File: config.mk
export PLATFORM = sky130hd
export DESIGN_NAME = cache_mem_arbiter
export DESIGN_NICKNAME = d
export VERILOG_FILES = /design/src/rtl/cache_mem_arbiter.sv
export SDC_FILE = /design/constraint.sdc
export NUM_CORES = 1
export LEC_CHECK = 0
export CORE_AREA = 2 2 624 626
export CTS_CLUSTER_SIZE = 30
export DETAILED_ROUTE_END_ITERATION = 10
export DIE_AREA = 0 0 626 628
export PLACE_DENSITY = 0.3
export SLEW_MARGIN = 10
export SYNTH_ARGS = -nofsm -noshare
export SYNTH_HDL_FRONTEND = slang
export SYNTH_SLANG_ARGS = --single-unit
export TNS_END_PERCENT = 1
File: constraint.sdc
create_clock -name clk -period 3 [get_ports clk]
set_clock_uncertainty 0.1 [all_clocks]
set_input_delay 0.3 -clock clk [delete_from_list [all_inputs] [get_ports clk]]
set_output_delay 0.3 -clock clk [all_outputs]
set_load 0.02 [all_outputs]
File: src/rtl/cache_mem_arbiter.sv
// Memory-side port arbiter for icache refills, dcache refills/writebacks and uncached accesses.
// Independent read and write FSMs, one outstanding transaction each.
module cache_mem_arbiter #(
    parameter int unsigned ADDR_W     = 32,
    parameter int unsigned LINE_W     = 256,
    parameter int unsigned OFF_W      = 5,
    parameter int unsigned STARVE_MAX = 4
) (
    input  logic              clk,
    input  logic              reset,
    input  logic              icache_rd_req,
    input  logic [ADDR_W-1:0] icache_rd_addr,
    output logic              icache_rd_rdy,
    output logic              icache_ret_valid,
    output logic [LINE_W-1:0] icache_ret_data,
    input  logic              dcache_rd_req,
    input  logic [ADDR_W-1:0] dcache_rd_addr,
    output logic              dcache_rd_rdy,
    output logic              dcache_ret_valid,
    output logic [LINE_W-1:0] dcache_ret_data,
    input  logic              dcache_wr_req,
    input  logic [ADDR_W-1:0] dcache_wr_addr,
    input  logic [LINE_W-1:0] dcache_wr_data,
    output logic              dcache_wr_rdy,
    input  logic              duc_ren,
    input  logic [ADDR_W-1:0] duc_araddr,
    output logic              duc_rvalid,
    output logic [31:0]       duc_rdata,
    input  logic              duc_wen,
    input  logic [ADDR_W-1:0] duc_awaddr,
    input  logic [31:0]       duc_wdata,
    input  logic [3:0]        duc_strb,
    output logic              duc_bvalid,
    output logic              mem_rd_req,
    output logic [2:0]        mem_rd_type,
    output logic [ADDR_W-1:0] mem_rd_addr,
    input  logic              mem_rd_rdy,
    input  logic              mem_ret_valid,
    input  logic [LINE_W-1:0] mem_ret_data,
    output logic              mem_wr_req,
    output logic [2:0]        mem_wr_type,
    output logic [ADDR_W-1:0] mem_wr_addr,
    output logic [3:0]        mem_wr_strb,
    output logic [LINE_W-1:0] mem_wr_data,
    input  logic              mem_wr_rdy,
    input  logic              mem_bvalid
);

    localparam int unsigned     CntW      = $clog2(STARVE_MAX + 1);
    localparam logic [CntW-1:0] StarveMax = CntW'(STARVE_MAX);
    localparam logic [2:0]      TypeLine  = 3'b100;
    localparam logic [2:0]      TypeUc    = 3'b010;

    typedef enum logic [1:0] {RIdle, RReq, RWait} rd_state_e;
    typedef enum logic [1:0] {WIdle, WReq, WWait} wr_state_e;
    typedef enum logic [1:0] {SrcIc, SrcDc, SrcUc} rd_src_e;

    rd_state_e         rd_state_q, rd_state_d;
    rd_src_e           rd_src_q, rd_src_d;
    logic [ADDR_W-1:0] rd_addr_q, rd_addr_d;
    logic [2:0]        rd_type_q, rd_type_d;
    logic [CntW-1:0]   starve_q, starve_d;

    wr_state_e         wr_state_q, wr_state_d;
    logic              wr_uc_q, wr_uc_d;
    logic [ADDR_W-1:0] wr_addr_q, wr_addr_d;
    logic [2:0]        wr_type_q, wr_type_d;
    logic [3:0]        wr_strb_q, wr_strb_d;
    logic [LINE_W-1:0] wr_data_q, wr_data_d;

    logic gnt_ic, gnt_dc, gnt_uc, dc_haz, uc_haz, rd_ret;

    always_ff @(posedge clk) begin
        if (reset) begin
            rd_state_q <= RIdle;
            rd_src_q   <= SrcIc;
            rd_addr_q  <= '0;
            rd_type_q  <= '0;
            starve_q   <= '0;
            wr_state_q <= WIdle;
            wr_uc_q    <= 1'b0;
            wr_addr_q  <= '0;
            wr_type_q  <= '0;
            wr_strb_q  <= '0;
            wr_data_q  <= '0;
        end else begin
            rd_state_q <= rd_state_d;
            rd_src_q   <= rd_src_d;
            rd_addr_q  <= rd_addr_d;
            rd_type_q  <= rd_type_d;
            starve_q   <= starve_d;
            wr_state_q <= wr_state_d;
            wr_uc_q    <= wr_uc_d;
            wr_addr_q  <= wr_addr_d;
            wr_type_q  <= wr_type_d;
            wr_strb_q  <= wr_strb_d;
            wr_data_q  <= wr_data_d;
        end
    end

    // Reads to the line currently being written back must wait for the write response.
    always_comb begin
        dc_haz = (wr_state_q != WIdle) &&
                 (dcache_rd_addr[ADDR_W-1:OFF_W] == wr_addr_q[ADDR_W-1:OFF_W]);
        uc_haz = (wr_state_q != WIdle) &&
                 (duc_araddr[ADDR_W-1:OFF_W] == wr_addr_q[ADDR_W-1:OFF_W]);
        gnt_ic = 1'b0;
        gnt_dc = 1'b0;
        gnt_uc = 1'b0;
        if (rd_state_q == RIdle) begin
            if (icache_rd_req && starve_q == StarveMax) gnt_ic = 1'b1;
            else if (duc_ren && !uc_haz)                gnt_uc = 1'b1;
            else if (dcache_rd_req && !dc_haz)          gnt_dc = 1'b1;
            else if (icache_rd_req)                     gnt_ic = 1'b1;
        end
    end

    always_comb begin
        rd_state_d = rd_state_q;
        rd_src_d   = rd_src_q;
        rd_addr_d  = rd_addr_q;
        rd_type_d  = rd_type_q;
        unique case (rd_state_q)
            RIdle: begin
                if (gnt_uc) begin
                    rd_state_d = RReq;
                    rd_src_d   = SrcUc;
                    rd_addr_d  = duc_araddr;
                    rd_type_d  = TypeUc;
                end else if (gnt_dc) begin
                    rd_state_d = RReq;
                    rd_src_d   = SrcDc;
                    rd_addr_d  = dcache_rd_addr;
                    rd_type_d  = TypeLine;
                end else if (gnt_ic) begin
                    rd_state_d = RReq;
                    rd_src_d   = SrcIc;
                    rd_addr_d  = icache_rd_addr;
                    rd_type_d  = TypeLine;
                end
            end
            RReq:    if (mem_rd_rdy) rd_state_d = RWait;
            RWait:   if (mem_ret_valid) rd_state_d = RIdle;
            default: rd_state_d = RIdle;
        endcase

        starve_d = starve_q;
        if (!icache_rd_req || gnt_ic) begin
            starve_d = '0;
        end else if ((gnt_dc || gnt_uc) && starve_q != StarveMax) begin
            starve_d = starve_q + 1'b1;
        end
    end

    always_comb begin
        wr_state_d = wr_state_q;
        wr_uc_d    = wr_uc_q;
        wr_addr_d  = wr_addr_q;
        wr_type_d  = wr_type_q;
        wr_strb_d  = wr_strb_q;
        wr_data_d  = wr_data_q;
        unique case (wr_state_q)
            WIdle: begin
                if (dcache_wr_req) begin
                    wr_state_d = WReq;
                    wr_uc_d    = 1'b0;
                    wr_addr_d  = dcache_wr_addr;
                    wr_type_d  = TypeLine;
                    wr_strb_d  = 4'hF;
                    wr_data_d  = dcache_wr_data;
                end else if (duc_wen) begin
                    wr_state_d = WReq;
                    wr_uc_d    = 1'b1;
                    wr_addr_d  = duc_awaddr;
                    wr_type_d  = TypeUc;
                    wr_strb_d  = duc_strb;
                    wr_data_d  = LINE_W'(duc_wdata);
                end
            end
            WReq:    if (mem_wr_rdy) wr_state_d = WWait;
            WWait:   if (mem_bvalid) wr_state_d = WIdle;
            default: wr_state_d = WIdle;
        endcase
    end

    // Pulses are gated by reset so every output reads 0 while reset is held.
    always_comb begin
        rd_ret           = (rd_state_q == RWait) && mem_ret_valid && !reset;
        icache_rd_rdy    = gnt_ic && !reset;
        dcache_rd_rdy    = gnt_dc && !reset;
        icache_ret_valid = rd_ret && (rd_src_q == SrcIc);
        dcache_ret_valid = rd_ret && (rd_src_q == SrcDc);
        duc_rvalid       = rd_ret && (rd_src_q == SrcUc);
        icache_ret_data  = icache_ret_valid ? mem_ret_data : '0;
        dcache_ret_data  = dcache_ret_valid ? mem_ret_data : '0;
        duc_rdata        = duc_rvalid ? mem_ret_data[31:0] : '0;
        mem_rd_req       = (rd_state_q == RReq);
        mem_rd_type      = rd_type_q;
        mem_rd_addr      = rd_addr_q;
        dcache_wr_rdy    = (wr_state_q == WIdle) && !reset;
        duc_bvalid       = (wr_state_q == WWait) && mem_bvalid && wr_uc_q && !reset;
        mem_wr_req       = (wr_state_q == WReq);
        mem_wr_type      = wr_type_q;
        mem_wr_addr      = wr_addr_q;
        mem_wr_strb      = wr_strb_q;
        mem_wr_data      = wr_data_q;
    end

endmodule

After elaboration in Yosys (flattened, before gate mapping)
Cells that the tools add are included.
{ "classes": {"n_mux": 45, "bitwise": 0, "mul": 0, "n_div": 0, "eq_ne": 16, "shifts": 0, "n_lt_le_gt_ge": 0, "n_reduce_logical": 34, "addsub": 1} }
{ "ops": {"columns": ["cell", "n"], "rows": [
  ["256-bit two-way mux", 4],
  ["32-bit two-way mux", 6],
  ["27-bit equality test", 2],
  ["2-bit two-way mux", 12],
  ["1-bit logical AND", 17],
  ["3-bit two-way mux", 5],
  ["1-bit two-way mux", 14],
  ["2-bit one-hot mux with 3 select lines", 2],
  ["4-bit two-way mux", 2],
  ["2-bit by 1-bit equality test with 1-bit output, second input constant", 3],
  ["2-bit equality test, second input constant", 3],
  ["2-bit zero test", 3],
  ["3-bit inequality test, second input constant", 2],
  ["3-bit AND reduction", 2],
  ["1-bit zero test", 4],
  ["2-bit by 1-bit inequality test with 1-bit output, second input constant", 2],
  ["2-bit inequality test, second input constant", 2],
  ["4-bit inequality test, second input constant", 1],
  ["2-bit AND reduction", 2],
  ["2-bit nonzero test", 2],
  ["3-bit by 1-bit adder with 3-bit output, second input constant", 1],
  ["3-bit equality test, second input constant", 1],
  ["3-bit nonzero test", 1],
  ["1-bit logical OR", 2],
  ["2-bit OR reduction", 1]
]} }
{ "totals": {"out_inout_bits": 883, "regBits": 340, "n_memories": 0, "word_cells": 107, "rom_bits": 0, "latchBits": 0, "inputBits": 719, "ram_bits": 0} }

Depth between registers and ports, before layout
{ "depth": {"word_depth": 12, "depth_mapped": 9} }

Least setup slack after synthesis
OpenSTA, ideal clock, no wires.
{ "synth_path": {"path_type": "register to output", "from": "register wr_addr_q[5], in the netlist mem_wr_addr[5]", "to": "output dcache_rd_rdy", "t_arrival_ps": 1944, "path_stages_with_launch": 7, "slack_ps": 656, "required_ps": 2600, "path_cell_list": "dfxtp_1 -> xor2_1 -> nor4_1 -> nand4_1 -> o21a_1 -> or3_1 -> nor2_1"} }
{ "synth_via": {"elab_chain_cells": 9, "elab_cells_between_ends": 13, "classes_between": "eq/ne (2); mux (4); reduce/logical (7)"} }
{ "synth_rtl": {"columns": ["element", "line_no", "rtl"], "rows": [
  ["start: declaration", "66", "logic [ADDR_W-1:0] wr_addr_q, wr_addr_d;"],
  ["start signal: assignment", "94", "wr_addr_q <= wr_addr_d;"],
  ["27-bit equality test", "104", "(dcache_rd_addr[ADDR_W-1:OFF_W] == wr_addr_q[ADDR_W-1:OFF_W]);"],
  ["1-bit logical AND", "103", "dc_haz = (wr_state_q != WIdle) &&"],
  ["1-bit zero test", "113", "else if (dcache_rd_req && !dc_haz) gnt_dc = 1'b1;"],
  ["1-bit logical AND", "113", null],
  ["1-bit two-way mux", "113", null],
  ["1-bit two-way mux (*)", "112", "else if (duc_ren && !uc_haz) gnt_uc = 1'b1;"],
  ["1-bit two-way mux (*)", "111", "if (icache_rd_req && starve_q == StarveMax) gnt_ic = 1'b1;"],
  ["1-bit two-way mux (*)", "110", "if (rd_state_q == RIdle) begin"],
  ["1-bit logical AND (*)", "190", "dcache_rd_rdy = gnt_dc && !reset;"],
  ["end: declaration", "18", "output logic dcache_rd_rdy,"]
]} }
Mark *: on every way between the ends. The rest lies on a longest branch, timed or not.

Worst setup path in the final report
Ends and elaborated chain as after synthesis.

==> summary.json <==
{
  "run_status": {
    "status": "complete, but fails checks",
    "violations": "negative setup slack"
  },
  "floorplanning": {
    "design.portCount": 1602,
    "die_x_um": 626,
    "fp.coreArea_um2": 387000,
    "floorplan.rows": 229,
    "floorplan.initialDensity_pct": 4.40,
    "die_y_um": 628,
    "fp.dieArea_um2": 393000
  },
  "place": {
    "port_buffers": 1599,
    "post-place-ws_ns": -0.545,
    "dpl.cell_count": 8896,
    "place_congestion": 0.949,
    "place_hpwl_um": 264000
  },
  "routing": {
    "via_count": 24319,
    "routed_wl_um": 294000,
    "detail_route.vias_per_cell": 2.68,
    "first_pass_iters": 5,
    "drt.antenna.violating_nets": 0,
    "drt-initial-drc-count": 1853,
    "remaining_drc_errors": 0,
    "wire_per_inst_um": 32.4
  },
  "logic_synthesis": {
    "synth_sequential_area_ratio_pct": 39.5,
    "synth.distinct_cells": 43,
    "ys_seq_elements": 336,
    "postSynthAreaPerCell_um2": 7.85,
    "synth_warnings": 0,
    "syn_inst": 2170,
    "post_synth_instance_area_um2": 17000
  },
  "global_route": {
    "grt_antenna_before_repair": 181,
    "globalRouteTotalUtil_pct": 14.4,
    "grt_first_pass_wirelength_um": 350000,
    "maximum_number_of_pins_on_one_net_before_global_route_repair": 127,
    "grt_pass1_vias": 24036,
    "grt-ovfl-total": 0
  },
  "critical_path": {
    "critPathLaunch": "mem_wr_addr[5]$_SDFFE_PP0P_",
    "cp_data_required_time_ns": 2.60,
    "setup.worst_path.end_class": "output port",
    "cp-start-kind": "flop",
    "regToRegStartpoint": "mem_wr_addr[29]$_SDFFE_PP0P_",
    "crit_arrival_ns": 2.90,
    "timing.critical_path.fanout_max": 4,
    "criticalPathCategory": "reg2out"
  },
  "clock_tree": {
    "clock_tree.root_cell": "clkbuf_16",
    "worstSkewPairLatency_ns": 0.68,
    "tritoncts.num_buffers": 52,
    "tritoncts_clock_tree": "built",
    "clock_transition_at_path_regs_ns": 0.06,
    "maximum_count_of_clock_buffers_along_a_single_path": 3,
    "cts_sinks": 336,
    "cts_htree_levels": 2
  },
  "worst_hold_path": {
    "hold_class": "in2reg",
    "min-delay-start": "reset"
  },
  "final_layout": {
    "multiInputGateArea_um2": 9900,
    "fillerInstances": 44463,
    "nets": 4512,
    "area_growth_syn_to_layout_pct": 167,
    "final-seq-area_um2": 6810,
    "layout-drive-gt1-share_pct": 21.9,
    "post_route_insts_no_fill": 9084
  },
  "sta": {
    "slew_headroom_pct": 31.8,
    "final.setup.tns_ns": -0.899,
    "report.final.hold_viol_count": 0,
    "final.setup.worst_slack_ns": -0.305,
    "worst_pin_slew_ns": 1.02,
    "final_min_period_over_clock_period_pct": 110,
    "finalCriticalPeriod_ns": 3.30,
    "final-max-slew-violation-count": 0,
    "clock.fmax_ghz": 0.303,
    "timing.final.setup_violations": 4,
    "setup_repair_after_global_routing_missed_its_margin": "true"
  },
  "run": {
    "max-cap-violations": 0
  },
  "power": {
    "power_leakage_nw": 16.5,
    "power-per-cell-area_nw_per_um2": 373,
    "total_chip_power_mw": 16.9,
    "power.ir.vdd_worst_mv": 0.375
  }
}
[per-stage QoR]
| stage | cell area (µm²) | hold WS [ns] | utilization, % |
|---|---|---|---|
| final | 45400 | 0.0887 | 11.7 |
| after global routing | 45400 | 0.0541 | 11.7 |
| after floorplan | 17000 | 0.341 | - |
| after global placement | 42900 | 0.366 | 11.1 |
| after detailed placement | 42900 | 0.377 | 11.1 |
| after CTS | 45400 | 0.0178 | 11.7 |
[metal layers]
| metal | vias up | global-route usage (%) | share of wire, % |
|---|---|---|---|
| li1 | 10704 | - | - |
| met1 | 11855 | 14.9 | 35 |
| met2 | 1329 | 27.4 | 53 |
| met3 | 383 | 4.60 | 8.2 |
| met4 | 48 | 3.89 | 2.9 |
| met5 | - | 0 | 0.11 |
[Yosys cell counts]
library cell / number / area [µm²]
or3_1: 1 / 6.26
a211o_1: 1 / 8.76
a222oi_1: 31 / 310
and2_1: 546 / 3420
conb_1: 1 / 3.75
nand3b_1: 1 / 7.51
a21oi_1: 46 / 230
buf_2: 18 / 90.1
nor3_1: 1 / 5.00
clkinv_1: 1 / 3.75
nor3b_1: 2 / 15.0
o32ai_1: 1 / 8.76
nand2_1: 41 / 154
buf_6: 4 / 45.0
nor4b_1: 1 / 8.76
o21a_1: 1 / 7.51
buf_1: 11 / 41.3
buf_4: 4 / 30.0
ha_1: 2 / 25.0
nand4_1: 5 / 31.3
nor2_1: 456 / 1710
nor2b_1: 2 / 12.5
a211oi_1: 90 / 676
o22ai_1: 1 / 6.26
inv_1: 5 / 18.8
o21ai_0: 63 / 315
a22oi_1: 225 / 1690
o221a_2: 3 / 33.8
inv_2: 1 / 3.75
dfxtp_1: 336 / 6730
nor3_4: 1 / 16.3
nor4_1: 17 / 106
a21bo_2: 1 / 10.0
nor4bb_1: 1 / 10.0
nand2b_1: 1 / 6.26
or2_2: 1 / 6.26
nand3_1: 4 / 20.0
o2111a_1: 1 / 11.3
or2_1: 1 / 6.26
xor2_1: 54 / 473
o21ai_1: 10 / 50.1
a31oi_1: 5 / 31.3
clkbuf_1: 172 / 646
[report_power, final]
group | leakage (nW) | switching, mW | total [mW] | internal [mW]
clock network | 0.852 | 2.77 | 6.46 | 3.69
registers | 2.78 | 0.357 | 5.21 | 4.85
logic | 12.8 | 3.03 | 5.26 | 2.22
total | 16.5 | 6.16 | 16.9 | 10.8
[final cells by class]
type                       count  area share [%]
antenna                       57           0.314
tap                         5197            14.3
sequential                   336            15.0
inverter                       7          0.0633
multi-input combinational   1619            21.8
clock buffer                  70            3.21
timing repair buffer        1775            44.7
clock inverter                23           0.573
[path summary, 6_finish.rpt]
check             cells after the start  slack [ns]                         end
setup / recovery                      9       -0.30               dcache_rd_rdy
hold / removal                        3        0.09  rd_state_q[0]$_SDFFE_PP0P_
hold reg to reg                       2        0.39    starve_q[0]$_SDFFE_PP0P_
setup reg to reg                     17       -0.17    starve_q[2]$_SDFFE_PP0P_
[cells by family after synthesis]
kind of cell | count (synthesis) | share of synthesized area [%]
other cells | 1 | 0.0220
xor+xnor | 54 | 2.78
flops | 336 | 39.5
compound gates | 479 | 19.9
simple gates | 1082 | 32.5
buf+inv | 216 | 5.16
fa+ha+maj | 2 | 0.147
[timing repair]
item	4_1_cts	5_1_grt
resized for setup	473	106
endpoints found under the setup margin	418	179
hold buffers	2	0
setup buffers	34	4
endpoints found under the hold margin	9	0
cloned	2	0
pin swaps	20	13
[registers in the layout, indices dropped and copies added, names as in the netlist]
register / count
rd_state_q: 2
mem_rd_addr: 32
rd_src_q: 1
wr_state_q: 2
mem_rd_type: 2
mem_wr_data: 256
starve_q: 3
mem_wr_addr: 32
mem_wr_type: 2
mem_wr_strb: 4
[cell usage in the layout (no fill, tap or decap), types with 11 or more instances in the layout]
cell             instances
clkdlybuf4s50_1       1038
and2_1                 496
nor2_1                 451
buf_12                 323
dfxtp_1                308
a22oi_1                225
buf_4                  208
a211oi_1                90
dlygate4sd2_1           75
o21ai_0                 59
diode_2                 57
clkbuf_16               52
xor2_1                  47
a21oi_1                 46
and2_4                  43
nand2_1                 40
a222oi_1                31
clkdlybuf4s15_1         30
clkbuf_2                28
clkdlybuf4s15_2         27
buf_2                   21
dfxtp_4                 20
buf_6                   14
nor4_2                  11
o21ai_1                 11
[critical path: stages, from the launching register on]
cell and delay [ns]:
dfxtp_4 0.40, xor2_2 0.16, nor4_2 0.31, buf_4 0.19, nand4_1 0.09, buf_4 0.16, o21a_1 0.19, or3_4 0.43
nor2_4 0.12, buf_12 0.14
Note: power is estimated with default switching activity, not from simulation.
